File: config.mk
export PLATFORM = sky130hd
export DESIGN_NAME = multicycle_alu
export DESIGN_NICKNAME = d
export VERILOG_FILES = /design/src/rtl/multicycle_alu.sv
export SDC_FILE = /design/constraint.sdc
export NUM_CORES = 1
export LEC_CHECK = 0
export ABC_AREA = 1
export CAP_MARGIN = 25
export CORE_ASPECT_RATIO = 1.2
export CORE_MARGIN = 1
export CORE_UTILIZATION = 55
export DETAILED_ROUTE_END_ITERATION = 16
export GPL_ROUTABILITY_DRIVEN = 0
export HOLD_SLACK_MARGIN = 0.03
export PLACE_DENSITY = 0.8
export SLEW_MARGIN = 20
export SYNTH_ARGS = -nofsm -noshare
export SYNTH_HDL_FRONTEND = slang
export SYNTH_SLANG_ARGS = --single-unit
File: constraint.sdc
create_clock -name CLK -period 1.15 [get_ports CLK]
set_input_delay 0.345 -clock CLK [delete_from_list [all_inputs] [get_ports CLK]]
set_output_delay 0.345 -clock CLK [all_outputs]
set_load 0.01 [all_outputs]
File: src/rtl/multicycle_alu.sv
// multicycle_alu: valid/ready ALU with single-cycle logic/arithmetic ops and an iterative multiply/divide unit.
// Define MULTICYCLE_ALU_MULDIV_EN to build ops 11-14 (MUL/MULHU/DIVU/REMU); otherwise they decode as illegal.
module multicycle_alu #(
    parameter int WIDTH = 32,
    parameter int SHW   = $clog2(WIDTH)
) (
    input  logic             CLK,
    input  logic             RST,
    input  logic             req_valid,
    output logic             req_ready,
    input  logic [3:0]       op,
    input  logic [WIDTH-1:0] port_a,
    input  logic [WIDTH-1:0] port_b,
    output logic             resp_valid,
    input  logic             resp_ready,
    output logic [WIDTH-1:0] result,
    output logic             overflow,
    output logic             zero,
    output logic             neg,
    output logic             div_zero,
    output logic             illegal_op
);

    localparam logic [3:0] OP_SLL  = 4'd0;
    localparam logic [3:0] OP_SRL  = 4'd1;
    localparam logic [3:0] OP_SRA  = 4'd2;
    localparam logic [3:0] OP_ADD  = 4'd3;
    localparam logic [3:0] OP_SUB  = 4'd4;
    localparam logic [3:0] OP_AND  = 4'd5;
    localparam logic [3:0] OP_OR   = 4'd6;
    localparam logic [3:0] OP_XOR  = 4'd7;
    localparam logic [3:0] OP_NOR  = 4'd8;
    localparam logic [3:0] OP_SLT  = 4'd9;
    localparam logic [3:0] OP_SLTU = 4'd10;
    localparam logic [3:0] OP_MUL  = 4'd11;
    localparam logic [3:0] OP_MULHU = 4'd12;
    localparam logic [3:0] OP_DIVU = 4'd13;
    localparam logic [3:0] OP_REMU = 4'd14;

    typedef enum logic [1:0] {
        IDLE = 2'd0,
        BUSY = 2'd1,
        DONE = 2'd2
    } state_t;

    state_t           state_q, state_d;
    logic [WIDTH-1:0] res_q, res_d;
    logic             ovf_q, ovf_d, zero_q, zero_d, neg_q, neg_d;
    logic             dz_q, dz_d, ill_q, ill_d;
    logic [WIDTH-1:0] sc_res_s, sc_sum_s, sc_diff_s;
    logic             sc_ovf_s, sc_ill_s;

`ifdef MULTICYCLE_ALU_MULDIV_EN
    logic [3:0]       op_q, op_d;
    logic [WIDTH-1:0] acc_q, acc_d, work_q, work_d, opnd_q, opnd_d;
    logic [SHW-1:0]   cnt_q, cnt_d;
    logic [WIDTH:0]   mul_sum_s, div_sh_s, div_diff_s;
    logic [WIDTH-1:0] step_acc_s, step_work_s, fin_s;
    logic             is_muldiv_s, is_div_s;

    // mul: {acc,work} is the product register with the multiplier in work; div: acc = remainder, work = dividend/quotient
    assign mul_sum_s   = {1'b0, acc_q} + (work_q[0] ? {1'b0, opnd_q} : {(WIDTH+1){1'b0}});
    assign div_sh_s    = {acc_q, work_q[WIDTH-1]};
    assign div_diff_s  = div_sh_s - {1'b0, opnd_q};
    assign is_muldiv_s = (op >= OP_MUL) && (op <= OP_REMU);
    assign is_div_s    = (op_q == OP_DIVU) || (op_q == OP_REMU);
    assign fin_s       = ((op_q == OP_MULHU) || (op_q == OP_REMU)) ? step_acc_s : step_work_s;

    // One shift-add or restoring-divide step; a zero divisor naturally yields all-ones quotient and remainder = dividend
    always_comb begin
        step_acc_s  = acc_q;
        step_work_s = work_q;
        if ((op_q == OP_MUL) || (op_q == OP_MULHU)) begin
            step_acc_s  = mul_sum_s[WIDTH:1];
            step_work_s = {mul_sum_s[0], work_q[WIDTH-1:1]};
        end else if (!div_diff_s[WIDTH]) begin
            step_acc_s  = div_diff_s[WIDTH-1:0];
            step_work_s = {work_q[WIDTH-2:0], 1'b1};
        end else begin
            step_acc_s  = div_sh_s[WIDTH-1:0];
            step_work_s = {work_q[WIDTH-2:0], 1'b0};
        end
    end
`endif

    // Single-cycle operation results computed straight from the request inputs
    always_comb begin
        sc_sum_s  = port_a + port_b;
        sc_diff_s = port_a - port_b;
        sc_res_s  = {WIDTH{1'b0}};
        sc_ovf_s  = 1'b0;
        sc_ill_s  = 1'b0;
        case (op)
            OP_SLL:  sc_res_s = port_b << port_a[SHW-1:0];
            OP_SRL:  sc_res_s = port_b >> port_a[SHW-1:0];
            OP_SRA:  sc_res_s = $unsigned($signed(port_b) >>> port_a[SHW-1:0]);
            OP_ADD: begin
                sc_res_s = sc_sum_s;
                sc_ovf_s = (port_a[WIDTH-1] == port_b[WIDTH-1]) && (sc_sum_s[WIDTH-1] != port_a[WIDTH-1]);
            end
            OP_SUB: begin
                sc_res_s = sc_diff_s;
                sc_ovf_s = (port_a[WIDTH-1] != port_b[WIDTH-1]) && (sc_diff_s[WIDTH-1] != port_a[WIDTH-1]);
            end
            OP_AND:  sc_res_s = port_a & port_b;
            OP_OR:   sc_res_s = port_a | port_b;
            OP_XOR:  sc_res_s = port_a ^ port_b;
            OP_NOR:  sc_res_s = ~(port_a | port_b);
            OP_SLT:  sc_res_s = {{(WIDTH-1){1'b0}}, ($signed(port_a) < $signed(port_b))};
            OP_SLTU: sc_res_s = {{(WIDTH-1){1'b0}}, (port_a < port_b)};
            default: sc_ill_s = 1'b1;
        endcase
    end

    // Next-state and datapath register updates for the IDLE/BUSY/DONE controller
    always_comb begin
        state_d = state_q;
        res_d   = res_q;
        ovf_d   = ovf_q;
        zero_d  = zero_q;
        neg_d   = neg_q;
        dz_d    = dz_q;
        ill_d   = ill_q;
`ifdef MULTICYCLE_ALU_MULDIV_EN
        op_d    = op_q;
        acc_d   = acc_q;
        work_d  = work_q;
        opnd_d  = opnd_q;
        cnt_d   = cnt_q;
`endif
        case (state_q)
            IDLE: begin
                if (req_valid) begin
`ifdef MULTICYCLE_ALU_MULDIV_EN
                    if (is_muldiv_s) begin
                        state_d = BUSY;
                        op_d    = op;
                        cnt_d   = SHW'(WIDTH - 1);
                        acc_d   = {WIDTH{1'b0}};
                        work_d  = (op >= OP_DIVU) ? port_a : port_b;
                        opnd_d  = (op >= OP_DIVU) ? port_b : port_a;
                    end else
`endif
                    begin
                        state_d = DONE;
                        res_d   = sc_res_s;
                        ovf_d   = sc_ovf_s;
                        zero_d  = (sc_res_s == {WIDTH{1'b0}});
                        neg_d   = sc_res_s[WIDTH-1];
                        dz_d    = 1'b0;
                        ill_d   = sc_ill_s;
                    end
                end else begin
                    state_d = IDLE;
                end
            end
            BUSY: begin
`ifdef MULTICYCLE_ALU_MULDIV_EN
                acc_d  = step_acc_s;
                work_d = step_work_s;
                if (cnt_q == {SHW{1'b0}}) begin
                    state_d = DONE;
                    res_d   = fin_s;
                    ovf_d   = 1'b0;
                    zero_d  = (fin_s == {WIDTH{1'b0}});
                    neg_d   = fin_s[WIDTH-1];
                    dz_d    = is_div_s && (opnd_q == {WIDTH{1'b0}});
                    ill_d   = 1'b0;
                end else begin
                    cnt_d = cnt_q - SHW'(1);
                end
`else
                state_d = IDLE;
`endif
            end
            DONE: begin
                if (resp_ready) begin
                    state_d = IDLE;
                end else begin
                    state_d = DONE;
                end
            end
            default: state_d = IDLE;
        endcase
    end

    // State and datapath registers; reset aborts any operation in flight
    always_ff @(posedge CLK or posedge RST) begin
        if (RST) begin
            state_q <= IDLE;
            res_q   <= {WIDTH{1'b0}};
            ovf_q   <= 1'b0;
            zero_q  <= 1'b0;
            neg_q   <= 1'b0;
            dz_q    <= 1'b0;
            ill_q   <= 1'b0;
`ifdef MULTICYCLE_ALU_MULDIV_EN
            op_q    <= 4'd0;
            acc_q   <= {WIDTH{1'b0}};
            work_q  <= {WIDTH{1'b0}};
            opnd_q  <= {WIDTH{1'b0}};
            cnt_q   <= {SHW{1'b0}};
`endif
        end else begin
            state_q <= state_d;
            res_q   <= res_d;
            ovf_q   <= ovf_d;
            zero_q  <= zero_d;
            neg_q   <= neg_d;
            dz_q    <= dz_d;
            ill_q   <= ill_d;
`ifdef MULTICYCLE_ALU_MULDIV_EN
            op_q    <= op_d;
            acc_q   <= acc_d;
            work_q  <= work_d;
            opnd_q  <= opnd_d;
            cnt_q   <= cnt_d;
`endif
        end
    end

    assign req_ready  = (state_q == IDLE);
    assign resp_valid = (state_q == DONE);
    assign result     = res_q;
    assign overflow   = ovf_q;
    assign zero       = zero_q;
    assign neg        = neg_q;
    assign div_zero   = dz_q;
    assign illegal_op = ill_q;

endmodule

==> results of run 1 <==
==> logic make-up after synthesis <==
family | after synthesis
simple gates | 1524
buf+inv | 402
other cells | 1
compound gates | 215
flops | 36
xor+xnor | 1
fa+ha+maj | 104
==> per-stage QoR <==
stage	setup TNS (ns)	cell area, µm²	hold WS [ns]	utilization	worst slack, ns
2_1_floorplan	-29.91	11900	0.455	-	-1.21
4_1_cts	-31.20	19400	0.416	0.946	-1.16
3_5_place_dp	-66.49	16500	0.472	0.807	-2.23
3_3_place_gp	-63.96	16500	0.463	0.807	-2.10
==> per-layer routing <==
layer  overflow  GRT usage
met5         95       1.02
met4        330      0.806
met3        521       1.05
met2       1409       1.21
met1       1183       1.17
==> what timing repair did <==
item                                    in CTS
resized for setup                         1086
pin swaps                                  221
setup buffers                               84
endpoints found under the setup margin      74
cloned                                       2
hold buffers                                 0
==> synth_stat cells (2+ instances only) <==
library cell	n
nand2_1	748
nand3_1	475
inv_1	295
nor2_1	224
ha_1	102
a21oi_1	70
o21ai_0	70
buf_2	50
dfrtp_1	36
nand2_2	21
nor3_1	21
o22ai_1	20
clkbuf_1	19
o211ai_1	19
nand4_1	18
buf_4	13
o21bai_1	12
inv_2	9
buf_1	8
o21ai_1	7
and2_1	4
buf_6	4
nor2_2	4
o21a_1	4
a211oi_1	3
a31oi_1	3
and3_1	3
clkbuf_2	3
a221oi_1	2
fa_1	2
nand3b_1	2
nor4_1	2
==> flow_summary.yaml, run 1 <==
yosys:
  synth_top_family_by_area: "simple AND/OR/NAND/NOR gates"
  synth_top_cell_area_share: 0.242
  synthesis.nets: 2459
  synth_compound_area_frac: 0.106
  synth_fa_ha_area_frac: 0.113
  yosys_warnings: 0
  ys_seq_area_frac: 0.0776
  synth_flop_cell: "dfrtp_1"
  synthXorXnorAreaFrac: 0.000754
  synth_edf_count: 0
  syn_avg_cell_area_um2: 5.09
  synthSimpleGateAreaFrac: 0.559
  syn_area_um2: 11600
  netlist_top_cells_area: "nand2_1 (24%), nand3_1 (20%), ha_1 (11%), inv_1 (9.5%), dfrtp_1 (7.8%)"
  syn_inst: 2283
  synthArstFlopShare: 1.00
  synth_top_cell_by_area: "nand2_1"
  synth_mux_area_frac: 0
  synth_seq_cells: 36
  synth_cell_types: 42
clocking:
  clock_sinks: 36
  clockBufferDepth: 2
  cts_made_buffers: 5
  h-tree-depth: 2
  cts_root_buf: "clkbuf_16"
grt:
  grt_pass1_vias: 25900
  grt_max_degree: 62
  grt_util_all_layers: 1.10
  gr-total-overflow: 3538
  grt_pass1_wl_um: 176000
floorplan:
  ios: 111
  start_util: 0.567
  std_cell_rows: 57
  dieHeight_um: 161
  dieWidth_um: 135
place:
  port_buffers: 109
  dp.cells: 3051
  place_hpwl_um: 48000
outcome:
  stop_stage: "global routing"
  status: "did not finish"
  error_line: "[ERROR GRT-0116] Global routing finished with congestion. Check the congestion regions in the DRC Viewer."
==> run 2, diff against run 1 <==
--- a/config.mk
+++ b/config.mk
@@ -7,13 +7,11 @@
 export LEC_CHECK = 0
 export ABC_AREA = 1
 export CAP_MARGIN = 25
-export CORE_ASPECT_RATIO = 1.2
 export CORE_MARGIN = 1
-export CORE_UTILIZATION = 55
+export CORE_UTILIZATION = 40
 export DETAILED_ROUTE_END_ITERATION = 16
 export GPL_ROUTABILITY_DRIVEN = 0
-export HOLD_SLACK_MARGIN = 0.03
-export PLACE_DENSITY = 0.8
+export PLACE_DENSITY_LB_ADDON = 0.15
 export SLEW_MARGIN = 20
 export SYNTH_ARGS = -nofsm -noshare
 export SYNTH_HDL_FRONTEND = slang
==> constraint.sdc (replaced) <==
create_clock -name CLK -period 1.5 [get_ports CLK]
set_input_delay 0.45 -clock CLK [delete_from_list [all_inputs] [get_ports CLK]]
set_output_delay 0.45 -clock CLK [all_outputs]
set_load 0.01 [all_outputs]
==> run 2 against run 1 <==
Compared with the run above:
- the flow now finishes, with violations (setup timing)
- area after synthesis stayed put
- synthesized cell count stayed put
==> flow_summary.yaml, run 2 <==
yosys:
  synth_top_cell_area_share: 0.242
  synth_top_cell_by_area: "nand2_1"
  synth_fa_ha_area_frac: 0.113
  netlist_top_cells_area: "nand2_1 (24%), nand3_1 (20%), ha_1 (11%), inv_1 (9.5%), dfrtp_1 (7.8%)"
  syn_inst: 2283
  yosys_warnings: 0
  synthSimpleGateAreaFrac: 0.559
  synthXorXnorAreaFrac: 0.000754
  synth_most_common_cell: "nand2_1"
  syn_area_um2: 11600
  synth_compound_area_frac: 0.106
  ys_top_cells_by_count: "nand2_1 (748), nand3_1 (475), inv_1 (295)"
  synthesis.nets: 2459
  syn_avg_cell_area_um2: 5.09
  synth_cell_types: 42
  ys_seq_area_frac: 0.0776
  synth_mux_area_frac: 0
  synth_top_family_by_area: "simple AND/OR/NAND/NOR gates"
  synth_edf_count: 0
  synth_flop_cell: "dfrtp_1"
  synth_seq_cells: 36
  synthArstFlopShare: 1.00
grt:
  grt_util_all_layers: 0.425
  grt_pass1_vias: 17600
  grt_pass1_wl_um: 95800
  grt_max_degree: 62
  antenna_found_initial: 0
  gr-total-overflow: 0
clocking:
  tritoncts: "done"
  clk_latency_ns: 0.28
  h-tree-depth: 2
  cts_root_buf: "clkbuf_16"
  clock_sinks: 36
  clockBufferDepth: 2
  cts_made_buffers: 5
  path_clk_slew_ns: 0.06
setup_path:
  ff2ff_path_depth: 9
  critPathArrivalTime_ns: 2.99
  r2r-end: "zero$_DFFE_PP0P_"
  crit_type: "in -> reg"
  timing.rr.start: "state_q[1]$_DFF_PP0_"
  critPathRequiredTime_ns: 1.73
  critPathCapture: "zero$_DFFE_PP0P_"
  crit_path_max_fanout: 2
  end_kind: "register"
  crit_start: "port_b[24]"
  worstSetupStartpointType: "primary input"
  timing.reg2reg.setup_slack_ns: 0.14
sta:
  setup_tns_ns: -28.03
  period_share: 1.84
  hold_viol_final: 0
  hold_ws_ns: 0.474
  finalWorstSetupSlack_ns: -1.26
  rsz0062_at_grt: "yes"
  skew_ns: 0.00446
  setup_violations: 34
  slew_viol_final: 0
  max_clock_freq_mhz: 362
  timing.final.crit_period_ns: 2.76
cells_and_area:
  nNetsFinal: 3083
  layout-drive-gt1-share: 0.470
  final_common_cell: "nand2_1"
  utilization: 0.729
  antennaDiodeCount: 0
  fin_area_um2: 20900
  multi_input_area_um2: 12100
  num-fill-cells: 2112
  syn_to_final_growth_pct: 79.7
  stdcell_count: 3291
  largest_reg_flops: 32
  final_cell_mix: "nand2_1 (560), buf_4 (509), nand3_1 (361)"
  register_area_um2: 901
floorplan:
  ios: 111
  core_um2: 28600
  std_cell_rows: 62
  dieWidth_um: 172
  dieHeight_um: 172
  fp.dieArea_um2: 29700
  start_util: 0.406
outcome:
  status: "finished with violations"
  violations: "setup timing"
route:
  drc: 0
  vias: 20200
  ant_nets: 0
  vias_per_cell: 6.13
  wl_per_cell_um: 22.2
  routed_wl_um: 73100
  firstDrtPassIters: 13
  drt_iter0_markers: 3456
power:
  seqPwrFrac: 0.120
  switching_share: 0.504
  clkPwrFrac: 0.095
  intPower_mw: 5.29
  power.density_nw_per_um2: 512
  ir_worst_vdd_mv: 0.478
  power_frac_comb: 0.785
  p_sw_mw: 5.38
  total_power_mw: 10.7
  power.leakage_nw: 11.0
place:
  dpl_cell_area_um2: 17000
  place_ws_ns: -2.12
  port_buffers: 109
  dp.cells: 3209
  place_hpwl_um: 50300
flow_run:
  maxCapViolations: 0
min_path:
  min-delay-path-class: "reg -> reg"
[run 2: power by group through the flow]
| stage | Sequential, mW | Clock, mW | Combinational [mW] |
|---|---|---|---|
| floorplan | 1.38 | 0 | 2.84 |
| global placement | 1.30 | 0 | 6.04 |
| detailed placement | 1.30 | 0 | 6.11 |
| CTS | 1.28 | 1.02 | 6.85 |
| global route | 1.31 | 1.07 | 8.72 |
| finish | 1.28 | 1.02 | 8.38 |
[run 2: critical path, cell delays in order]
cell      delay, ns
buf_2          0.14
inv_2          0.07
buf_4          0.13
ha_2           0.20
buf_4          0.17
nand2_1        0.16
nand2_1        0.22
o21bai_1       0.26
buf_4          0.16
nor2_1         0.18
nand4_1        0.14
nand3_1        0.11
nand3_2        0.13
nor2_2         0.12
nand2_1        0.07
nor2_2         0.13
nand3_2        0.09
nand2_1        0.07
[run 2: cell families after synthesis]
family | count (synthesis)
AND/OR/NAND/NOR | 1524
buffers and inverters | 402
AO/OA/AOI/OAI | 215
adder cells (fa/ha/maj) | 104
flip-flops | 36
XOR/XNOR | 1
other | 1
[run 2: repair_timing]
item | in CTS | in global routing
hold buffers | 0 | 0
setup buffers | 42 | 36
setup endpoints to repair | 73 | 38
resized for setup | 715 | 538
cloned | 0 | 3
pin swaps | 165 | 196
[run 2: final cells by class]
type / instances / area share
Clock buffer: 5 / 0.00600
Sequential cell: 36 / 0.0432
Clock inverter: 2 / 0.000600
Multi-Input combinational cell: 1845 / 0.578
Timing Repair Buffer: 714 / 0.291
Tap cell: 384 / 0.0230
Inverter: 305 / 0.0587
[run 2: worst min path at each step]
| stage | startpoint | end | slack, ns | depth (start not counted) |
|---|---|---|---|---|
| floorplan | zero$_DFFE_PP0P_ | zero$_DFFE_PP0P_ | 0.51 | 2 |
| global placement | result[24]$_DFFE_PP0P_ | result[24]$_DFFE_PP0P_ | 0.47 | 2 |
| detailed placement | result[22]$_DFFE_PP0P_ | result[22]$_DFFE_PP0P_ | 0.47 | 2 |
| CTS | result[23]$_DFFE_PP0P_ | result[23]$_DFFE_PP0P_ | 0.48 | 2 |
| global route | result[16]$_DFFE_PP0P_ | result[16]$_DFFE_PP0P_ | 0.50 | 2 |
| finish | result[23]$_DFFE_PP0P_ | result[23]$_DFFE_PP0P_ | 0.47 | 2 |
[run 2: metal layers]
layer,global-route usage,up-vias,wire (µm)
li1,-,8605,-
met1,0.533,9095,25000
met3,0.119,623,11000
met5,0,-,35
met4,0.233,2,6910
met2,0.655,1862,30200
Note: power is estimated with default switching activity, not from simulation.
==> run 3, diff against run 2 <==
--- a/config.mk
+++ b/config.mk
@@ -8,7 +8,7 @@
 export ABC_AREA = 1
 export CAP_MARGIN = 25
 export CORE_MARGIN = 1
-export CORE_UTILIZATION = 40
+export CORE_UTILIZATION = 50
 export DETAILED_ROUTE_END_ITERATION = 16
 export GPL_ROUTABILITY_DRIVEN = 0
 export PLACE_DENSITY_LB_ADDON = 0.15
==> run 3 against run 2 <==
Compared with the run above:
- the flow now stops in global routing
- synthesized cell count did not move
- area after synthesis stayed put
==> flow_summary.yaml, run 3 <==
place:
  place_hpwl_um: 48200
  port_buffers: 109
  dp.cells: 3061
floorplan:
  dieWidth_um: 154
  std_cell_rows: 55
  start_util: 0.511
  dieHeight_um: 154
  ios: 111
clocking:
  postCtsHoldBufs: 0
  clock_sinks: 36
  cts_root_buf: "clkbuf_16"
  cts_made_buffers: 5
  clockBufferDepth: 2
  h-tree-depth: 2
outcome:
  stop_stage: "global routing"
  status: "did not finish"
  error_line: "[ERROR GRT-0116] Global routing finished with congestion. Check the congestion regions in the DRC Viewer."
yosys:
  ys_seq_area_frac: 0.0776
  synth_top_cell_area_share: 0.242
  yosys_warnings: 0
  synth_flop_cell: "dfrtp_1"
  synth_top_cell_by_area: "nand2_1"
  syn_avg_cell_area_um2: 5.09
  synth_edf_count: 0
  netlist_top_cells_area: "nand2_1 (24%), nand3_1 (20%), ha_1 (11%), inv_1 (9.5%), dfrtp_1 (7.8%)"
  synth_seq_cells: 36
  synthArstFlopShare: 1.00
  synth_most_common_cell: "nand2_1"
  ys_top_cells_by_count: "nand2_1 (748), nand3_1 (475), inv_1 (295)"
  syn_inst: 2283
  synthesis.nets: 2459
  synth_cell_types: 42
  syn_area_um2: 11600
grt:
  grt_util_all_layers: 0.747
  gr-total-overflow: 67
  grt_pass1_vias: 23500
  grt_pass1_wl_um: 136000
  grt_max_degree: 43
## run 3: cell families after synthesis
| family | after synthesis | share of synthesized area |
|---|---|---|
| DFF | 36 | 0.0776 |
| xor gates and xnor gates | 1 | 0.000754 |
| other | 1 | 0.000323 |
| and+or+nand+nor | 1524 | 0.559 |
| buffers and inverters | 402 | 0.143 |
| adders and majority gates | 104 | 0.113 |
| AOI/OAI and AO/OA | 215 | 0.106 |
## run 3: metrics by stage
stage	area, µm²	setup TNS (ns)	setup slack [ns]	util
detailed placement	16400	-55.26	-2.05	0.724
global placement	16400	-54.06	-1.96	0.724
floorplan	11900	-21.58	-0.966	-
CTS	19600	-22.77	-0.950	0.862
## run 3: per-layer routing
metal	GRT usage	GRT overflow
met3	0.600	1
met4	0.727	24
met1	0.748	0
met5	0.269	0
met2	0.918	42
## run 3: repair_timing
item / CTS
pin swaps: 184
setup endpoints to repair: 72
gates cloned: 6
gates resized for setup: 951
buffers inserted: 74
